[config.mk]
export PLATFORM = sky130hd
export DESIGN_NAME = branch_predictor_flat
export DESIGN_NICKNAME = d
export VERILOG_FILES = /design/src/rtl/branch_predictor_if.sv /design/src/rtl/branch_predictor.sv /design/src/flat_wrapper.sv
export SDC_FILE = /design/constraint.sdc
export NUM_CORES = 2
export LEC_CHECK = 0
export ABC_CLOCK_PERIOD_IN_PS = 5250
export CORE_ASPECT_RATIO = 1.25
export CORE_MARGIN = 3
export CORE_UTILIZATION = 56
export CTS_CLUSTER_SIZE = 25
export DETAILED_ROUTE_END_ITERATION = 8
export HOLD_SLACK_MARGIN = 0.05
export PLACE_DENSITY = 0.77
export RECOVER_POWER = 50
export SYNTH_ARGS = -nofsm -noshare
export SYNTH_HDL_FRONTEND = slang
export SYNTH_SLANG_ARGS = --single-unit
[constraint.sdc]
create_clock -name clk -period 5.25 [get_ports clk]
set_clock_uncertainty 0.2 [all_clocks]
set_input_delay 1.05 -clock clk [delete_from_list [all_inputs] [get_ports clk]]
set_output_delay 1.05 -clock clk [all_outputs]
set_load 0.01 [all_outputs]
[src/rtl/branch_predictor_if.sv]
// Fetch-lookup and execute-resolve signal bundle for the branch predictor.
// Latency: none of its own; it only carries wires.
// Backpressure: none. Lookups and resolves are accepted every cycle.
interface branch_predictor_if #(
    parameter int DATA_LEN = 32
);
    // IF-stage lookup
    logic [DATA_LEN-1:0] if_pc;
    logic                pred_taken;
    logic [DATA_LEN-1:0] pred_target;

    // EX-stage resolve
    logic                upd_valid;
    logic [DATA_LEN-1:0] upd_pc;
    logic                upd_is_jal;
    logic                upd_taken;
    logic [DATA_LEN-1:0] upd_target;
    logic                upd_pred_taken;
    logic [DATA_LEN-1:0] upd_pred_target;
    logic                mispredict;
    logic [DATA_LEN-1:0] redirect_pc;

    // Pipeline side: drives PCs and resolved outcomes, consumes predictions.
    modport master (
        output if_pc, upd_valid, upd_pc, upd_is_jal, upd_taken,
               upd_target, upd_pred_taken, upd_pred_target,
        input  pred_taken, pred_target, mispredict, redirect_pc
    );

    // Predictor side.
    modport slave (
        input  if_pc, upd_valid, upd_pc, upd_is_jal, upd_taken,
               upd_target, upd_pred_taken, upd_pred_target,
        output pred_taken, pred_target, mispredict, redirect_pc
    );
endinterface

[src/rtl/branch_predictor.sv]
// Direct-mapped BTB with saturating direction counters; optional stats via BP_STATS_EN.
// Latency: lookup and mispredict/redirect are combinational; table writes land on the next clk edge.
// Backpressure: none. One lookup and one resolve are accepted every cycle.
module branch_predictor #(
    parameter int DATA_LEN = 32,
    parameter int ENTRIES  = 16,
    parameter int CNT_BITS = 2
) (
    input  logic                clk,
    input  logic                reset,
    branch_predictor_if.slave   bp
`ifdef BP_STATS_EN
    ,
    output logic [31:0]         stat_branches,
    output logic [31:0]         stat_mispredicts
`endif
);
    localparam int IDX   = $clog2(ENTRIES);
    localparam int TAG_W = DATA_LEN - IDX - 2;

    localparam logic [CNT_BITS-1:0] CNT_MAX = {CNT_BITS{1'b1}};
    localparam logic [CNT_BITS-1:0] CNT_ZERO = {CNT_BITS{1'b0}};
    localparam logic [CNT_BITS-1:0] CNT_WT  = {1'b1, {(CNT_BITS-1){1'b0}}};
    localparam logic [CNT_BITS-1:0] CNT_WNT = {1'b0, {(CNT_BITS-1){1'b1}}};

    logic [ENTRIES-1:0]  valid_q;
    logic [TAG_W-1:0]    tag_q [ENTRIES];
    logic [DATA_LEN-1:0] tgt_q [ENTRIES];
    logic [CNT_BITS-1:0] cnt_q [ENTRIES];

    logic [IDX-1:0]      look_idx;
    logic [TAG_W-1:0]    look_tag;
    logic                look_hit;

    logic [IDX-1:0]      upd_idx;
    logic [TAG_W-1:0]    upd_tag;
    logic                upd_hit;
    logic [CNT_BITS-1:0] cnt_cur;
    logic [CNT_BITS-1:0] cnt_d;
    logic                wr_en;

    // Fetch-side lookup: reads the registered table only, so a same-cycle update is not bypassed.
    always_comb begin
        look_idx       = bp.if_pc[IDX+1:2];
        look_tag       = bp.if_pc[DATA_LEN-1:IDX+2];
        look_hit       = valid_q[look_idx] && (tag_q[look_idx] == look_tag);
        bp.pred_taken  = look_hit && cnt_q[look_idx][CNT_BITS-1];
        bp.pred_target = bp.pred_taken ? tgt_q[look_idx] : bp.if_pc + DATA_LEN'(4);
    end

    // Resolve-side next counter value; a miss that is taken allocates, a miss not taken leaves the table alone.
    always_comb begin
        upd_idx = bp.upd_pc[IDX+1:2];
        upd_tag = bp.upd_pc[DATA_LEN-1:IDX+2];
        upd_hit = valid_q[upd_idx] && (tag_q[upd_idx] == upd_tag);
        cnt_cur = cnt_q[upd_idx];
        cnt_d   = cnt_cur;
        if (upd_hit) begin
            if (bp.upd_is_jal)
                cnt_d = CNT_MAX;
            else if (bp.upd_taken)
                cnt_d = (cnt_cur == CNT_MAX) ? cnt_cur : cnt_cur + CNT_BITS'(1);
            else
                cnt_d = (cnt_cur == CNT_ZERO) ? cnt_cur : cnt_cur - CNT_BITS'(1);
        end else begin
            cnt_d = bp.upd_is_jal ? CNT_MAX : CNT_WT;
        end
        wr_en = bp.upd_valid && (upd_hit || bp.upd_taken);
    end

    // The pipeline compares what it was told against the real outcome; redirect is always driven.
    assign bp.mispredict  = bp.upd_valid &&
                            ((bp.upd_taken != bp.upd_pred_taken) ||
                             (bp.upd_taken && (bp.upd_target != bp.upd_pred_target)));
    assign bp.redirect_pc = bp.upd_taken ? bp.upd_target : bp.upd_pc + DATA_LEN'(4);

    // Table state: async clear to invalid/weakly-not-taken, single-entry write per resolve.
    always_ff @(posedge clk or negedge reset) begin
        if (!reset) begin
            valid_q <= '0;
            for (int i = 0; i < ENTRIES; i++) begin
                tag_q[i] <= '0;
                tgt_q[i] <= '0;
                cnt_q[i] <= CNT_WNT;
            end
        end else if (wr_en) begin
            valid_q[upd_idx] <= 1'b1;
            tag_q[upd_idx]   <= upd_tag;
            cnt_q[upd_idx]   <= cnt_d;
            if (bp.upd_taken)
                tgt_q[upd_idx] <= bp.upd_target;
        end
    end

`ifdef BP_STATS_EN
    logic [31:0] stat_br_q;
    logic [31:0] stat_mp_q;

    // Free-running event counters; they wrap naturally at 2^32.
    always_ff @(posedge clk or negedge reset) begin
        if (!reset) begin
            stat_br_q <= '0;
            stat_mp_q <= '0;
        end else begin
            if (bp.upd_valid)
                stat_br_q <= stat_br_q + 32'd1;
            if (bp.mispredict)
                stat_mp_q <= stat_mp_q + 32'd1;
        end
    end

    assign stat_branches    = stat_br_q;
    assign stat_mispredicts = stat_mp_q;
`endif
endmodule

[src/flat_wrapper.sv]
// flat-port wrapper written by rule: the top's interface ports become plain ports
module branch_predictor_flat 
#(
    parameter int DATA_LEN = 32,
    parameter int ENTRIES  = 16,
    parameter int CNT_BITS = 2
)
  (clk, reset, bp_if_pc, bp_upd_valid, bp_upd_pc, bp_upd_is_jal, bp_upd_taken, bp_upd_target, bp_upd_pred_taken, bp_upd_pred_target, bp_pred_taken, bp_pred_target, bp_mispredict, bp_redirect_pc);
  branch_predictor_if #(.DATA_LEN(DATA_LEN)) bp_i ();
  input  logic clk;
  input  logic reset;
  input wire logic [$bits(bp_i.if_pc)-1:0] bp_if_pc;
  input wire logic [$bits(bp_i.upd_valid)-1:0] bp_upd_valid;
  input wire logic [$bits(bp_i.upd_pc)-1:0] bp_upd_pc;
  input wire logic [$bits(bp_i.upd_is_jal)-1:0] bp_upd_is_jal;
  input wire logic [$bits(bp_i.upd_taken)-1:0] bp_upd_taken;
  input wire logic [$bits(bp_i.upd_target)-1:0] bp_upd_target;
  input wire logic [$bits(bp_i.upd_pred_taken)-1:0] bp_upd_pred_taken;
  input wire logic [$bits(bp_i.upd_pred_target)-1:0] bp_upd_pred_target;
  output wire logic [$bits(bp_i.pred_taken)-1:0] bp_pred_taken;
  output wire logic [$bits(bp_i.pred_target)-1:0] bp_pred_target;
  output wire logic [$bits(bp_i.mispredict)-1:0] bp_mispredict;
  output wire logic [$bits(bp_i.redirect_pc)-1:0] bp_redirect_pc;
  assign bp_i.if_pc = bp_if_pc;
  assign bp_i.upd_valid = bp_upd_valid;
  assign bp_i.upd_pc = bp_upd_pc;
  assign bp_i.upd_is_jal = bp_upd_is_jal;
  assign bp_i.upd_taken = bp_upd_taken;
  assign bp_i.upd_target = bp_upd_target;
  assign bp_i.upd_pred_taken = bp_upd_pred_taken;
  assign bp_i.upd_pred_target = bp_upd_pred_target;
  assign bp_pred_taken = bp_i.pred_taken;
  assign bp_pred_target = bp_i.pred_target;
  assign bp_mispredict = bp_i.mispredict;
  assign bp_redirect_pc = bp_i.redirect_pc;
  branch_predictor #(.DATA_LEN(DATA_LEN), .ENTRIES(ENTRIES), .CNT_BITS(CNT_BITS)) u_core (.clk(clk), .reset(reset), .bp(bp_i));
endmodule
Yosys cells after proc, flatten, opt, wreduce, memory -nomap -nowiden:

Cells that the tools add are included.
W data, S select, Z words.

* bits in registers: 976
* bits of input ports: 134
* output and inout bits: 66
* word-level logic and storage cells: 117

* add/sub/neg operators: 4
* order comparisons: 6
* eq/ne operators: 5
* muxes and demuxes: 38
* bitwise operators: 3
* reductions and logical operators: 12

Operators by type and width (count)
* $bwmux W512: 1
* $bwmux W416: 1
* $bmux W26 S4: 2
* $mux W32: 5
* $mux W26: 5
* $bmux W32 S4: 1
* $demux W32 S4: 1
* $demux W26 S4: 1
* $add A32 B3 Y32 const B: 2
* $eq A26 B26 Y1: 2
* $bwmux W32: 1
* $ne A32 B32 Y1: 1
* $mux W2: 10
* $bmux W2 S4: 2
* $or A16 B16 Y16: 1
* $ge A5 B5 Y1 const B: 2
* $lt A4 B5 Y1 const B: 2
* $not A4 Y5: 2
* $bmux W1 S4: 2
* $demux W2 S4: 1
* $logic_and A1 B1 Y1: 8
* $lt A5 B1 Y1 const B: 1
* $demux W1 S4: 1
* $ge A4 B1 Y1 const B: 1
* other kinds (8): 12

Longest topological paths before layout:

* word-level depth: 10
* gate-level depth with buffers: 17
* gate-level depth less buffers: 9

Worst setup path after synthesis:

Ideal clock, no wire load.

* path kind: input-to-output
* start point: input bp_if_pc[2]
* end point: output bp_pred_target[3]
* data arrival time: 4.371 ns
* required time: 4.000 ns
* slack: -0.371 ns
* stages on the path: 10
* cells stage by stage: buf_2 > buf_2 > buf_1 > mux4_2 > mux4_2 > xnor2_1 > nand4_1 > nor4_4 > buf_2 > mux2_2

* cells in the longest elaborated chain, start to end: 8

Ends and longest elaborated chain
* start, declared: RTL line flat_wrapper.sv:12 `input wire logic [$bits(bp_i.if_pc)-1:0] bp_if_pc;`
* $not A4 Y5 (implied by the code): RTL line branch_predictor.sv:46, branch_predictor.sv:47, branch_predictor.sv:48
* $bmux W26 S4: RTL line branch_predictor.sv:46 `look_hit = valid_q[look_idx] && (tag_q[look_idx] == look_tag);`
* $mux W26 (implied by the code) (2 in series): RTL line branch_predictor.sv:46
* $eq A26 B26 Y1: RTL line branch_predictor.sv:46
* $logic_and A1 B1 Y1: RTL line branch_predictor.sv:46
* $logic_and A1 B1 Y1: RTL line branch_predictor.sv:47 `bp.pred_taken = look_hit && cnt_q[look_idx][CNT_BITS-1];`
* $mux W32 *: RTL line branch_predictor.sv:48 `bp.pred_target = bp.pred_taken ? tgt_q[look_idx] : bp.if_pc + DATA_LEN'(4);`
* end, declared: RTL line flat_wrapper.sv:21 `output wire logic [$bits(bp_i.pred_target)-1:0] bp_pred_target;`

Mark *: on every way between the ends. The rest lies on a longest branch, timed or not. The select of a mux whose other input is x is not followed.

Final worst setup path:

* start point: input bp_if_pc[2]
* end point: output bp_pred_target[1]

Same word-level chain as after synthesis.

==> results.cfg <==
[min_path]
hp-class = reg2reg
min-delay-start = u_core.valid_q[2]$_DFFE_PN0P_
holdPathEnd = u_core.valid_q[2]$_DFFE_PN0P_
min_path_cells = 1

[critical_path]
cp-start-kind = input port
r2r_start = u_core.tag_q[46]$_DFFE_PN0P_
critical_path_class = in2out
required_ns = 4.00
critical_path_buf_inv_count = 6
reg2reg_to = u_core.tag_q[145]$_DFFE_PN0P_
reg2reg_depth = 12
cp_top_family = multiplexers
ff2ff_setup_slack_ns = 1.08
crit_arrival_ns = 4.53
slowest_stage = or4_4
cp_common_cell = buf_12
critPathMaxStageDelay_ns = 0.59
crit_path_cell_trace = buf_16 -> buf_12 -> buf_6 -> mux4_2 -> mux4_2 -> xnor2_2 -> nand4_1 -> or4_4 -> nor4_4 -> buf_12 -> buf_12 -> mux2_4 -> buf_6
worstPathMaxFanout = 7
end_kind = primary output

[sta]
fin_crit_ns = 5.78
whs_ns = 0.299
hold_viol_final = 0
period_share = 1.10
setup-violations-final = 493
final_max_slew_viol_count = 664
max_slew.worst_pin.slew_ns = 2.99
fin_ws_ns = -0.529
rsz0062_at_grt = true
max_freq_mhz = 173
relSlewSlack = -0.995

[logic_synthesis]
synthMostInstantiatedCell = dfrtp_1
ys_types = 77
synthTopCellsByCount = dfrtp_1 (960), mux2_2 (581), o2bb2ai_1 (390)
synthCells = 3621
seq_area_frac_synth = 0.485
synth_top_area_frac = 0.476
synth_area_leaders = dfrtp_1 (48%), mux4_2 (16%), mux2_2 (13%)
async_flop_share = 1.00
synth_nets = 3760
synth_seq_cells = 976
synth_ff_type = dfrtp_1
synth-edff-count = 0
yosys.area.top_type = dfrtp_1
syn_area_um2 = 50400
avgSynthCellArea_um2 = 13.9
yosys_warnings = 0

[cells_and_area]
synthToLayoutAreaGrowth_pct = 18.6
layout-drive-gt1-share = 0.409
final_nets = 4099
fillCellCount = 6092
postLayoutCellArea_um2 = 59800
fin_cells = 5217

[drt]
wl_per_cell_um = 33.0
via_per_inst = 7.13
drt_wl_total_mm = 172
vias = 37200
dr.pass1.iters = 6
remaining_drc_errors = 0
first_iter_violations = 4668
drtAntennaViolNets = 0

[cts]
insertion_delay_ns = 0.70
clockRootBuffer = clkbuf_16
htree_levels = 3
clkSinkCount = 976
clock_path_buffers = 3
cts_tree = yes
numCtsBuffers = 96
path_clk_slew_ns = 0.06

[place]
placed_cells = 5010
port_buffers = 199
dp_hpwl_mm = 114
place_ws_ns = -1.13
place_congestion = 1.02
placed_cell_area_um2 = 56100

[global_route]
grt-busiest-layer = met2
grt_remaining_overflow = 0
antenna_found_initial = 5
grtUsageMet1 = 0.452
grt_use_met3 = 0.111
grtUsageTotal = 0.368
met2_usage = 0.566
grt_max_degree = 126
grt_pass1_vias = 38600
grt_pass1_wl_mm = 253

[run_status]
status = finished with violations
violations = max-capacitance violations, max-slew violations, negative setup slack

[die]
start_util = 0.568
coreArea_um2 = 88800
dieArea_um2 = 93700
rows = 122
pin_count = 200
die_w_um = 274
chipHeight_um = 341

[pwr]
ir_drop_uv = 335
power_density_nw_per_um2 = 369
p_leak_nw = 25.3

[flow_run]
cap_violations = 11
## registers in the layout, summed over array words and instances (netlist names)
register	flops
u_core.cnt_q	32
u_core.tgt_q	512
u_core.tag_q	416
u_core.valid_q	16
## worst max-delay path by stage
stage                startpoint           endpoint  cells after the start
floorplan           bp_if_pc[3]  bp_pred_target[3]                     10
global placement    bp_if_pc[2]  bp_pred_target[0]                     13
detailed placement  bp_if_pc[2]  bp_pred_target[1]                     12
CTS                 bp_if_pc[2]  bp_pred_target[1]                     13
global route        bp_if_pc[2]  bp_pred_target[1]                     13
finish              bp_if_pc[2]  bp_pred_target[1]                     13
## per-stage QoR
| step | util | total power [mW] | TNS (ns) |
|---|---|---|---|
| finish | 0.673 | 22.1 | -124.10 |
| global route | 0.673 | 22.8 | -83.38 |
| CTS | 0.674 | 22.0 | -13.03 |
| detailed placement | 0.631 | 14.6 | -77.40 |
| global placement | 0.631 | 14.4 | -72.19 |
| floorplan | - | 12.8 | 0 |
## routing by layer
metal,vias up,share of wire
met5,-,0.000081
li1,14600,-
met4,2,0.082
met2,2585,0.46
met1,19300,0.34
met3,762,0.12
## area by class of cell
class | instances | area [um^2] | share of cell area
multi-input combinational | 2241 | 24400 | 0.409
sequential | 976 | 24400 | 0.409
timing repair buffer | 622 | 5950 | 0.0996
clock buffer | 137 | 2820 | 0.0471
tap | 1178 | 1470 | 0.0246
clock inverter | 38 | 569 | 0.00952
inverter | 23 | 86.3 | 0.00144
antenna | 2 | 5.00 | 0.0000837
## kinds of logic after synthesis
kind of cell    Yosys count  share of synthesized area
simple gates            459                     0.0461
compound gates          602                     0.0972
flops                   976                      0.485
mux                    1037                      0.310
xor+xnor                136                     0.0236
buf+inv                 404                     0.0366
fa+ha+maj                 7                    0.00164
## layout by cell type, fill, tap and decap left out, types with 10 or more instances in the layout
| cell | synthesis | final |
|---|---|---|
| dfrtp_1 | 960 | 960 |
| mux2_2 | 581 | 578 |
| o2bb2ai_1 | 390 | 390 |
| mux4_2 | 361 | 361 |
| buf_4 | 16 | 325 |
| nand2_1 | 222 | 214 |
| clkdlybuf4s50_1 | 0 | 142 |
| clkbuf_16 | 0 | 97 |
| mux2i_1 | 85 | 85 |
| xor2_1 | 70 | 70 |
| buf_12 | 0 | 65 |
| o21ai_0 | 76 | 58 |
| xnor2_1 | 66 | 57 |
| nand3_1 | 50 | 49 |
| nor2_1 | 52 | 36 |
| buf_2 | 66 | 33 |
| clkbuf_8 | 0 | 26 |
| clkbuf_1 | 221 | 23 |
| nand2b_1 | 22 | 22 |
| nand4_1 | 21 | 21 |
| inv_1 | 21 | 21 |
| o22ai_1 | 21 | 21 |
| a22oi_1 | 21 | 21 |
| o21ai_1 | 2 | 16 |
| dfstp_2 | 16 | 16 |
| and3_1 | 15 | 14 |
| nor2_4 | 0 | 14 |
| clkinv_2 | 0 | 13 |
| and4_1 | 13 | 12 |
| bufinv_16 | 0 | 12 |
| o211ai_1 | 11 | 11 |
| buf_6 | 20 | 11 |
| nor3_1 | 10 | 10 |
| mux2_1 | 10 | 10 |
## timing repair
item                       CTS  global route
resized for setup          182            62
setup endpoints to repair   48            42
pin swaps                   12            11
gates cloned                 3             1
setup buffers               13            14
hold buffers                 0             0
## power by group
group	internal, mW	total [mW]	leakage (nW)	switching, mW
Sequential	8.98	10.0	12.4	1.04
Clock	4.34	7.42	1.67	3.08
Combinational	2.67	4.64	11.2	1.97
Total	16.0	22.1	25.3	6.09
Note: power is estimated with default switching activity, not from simulation.
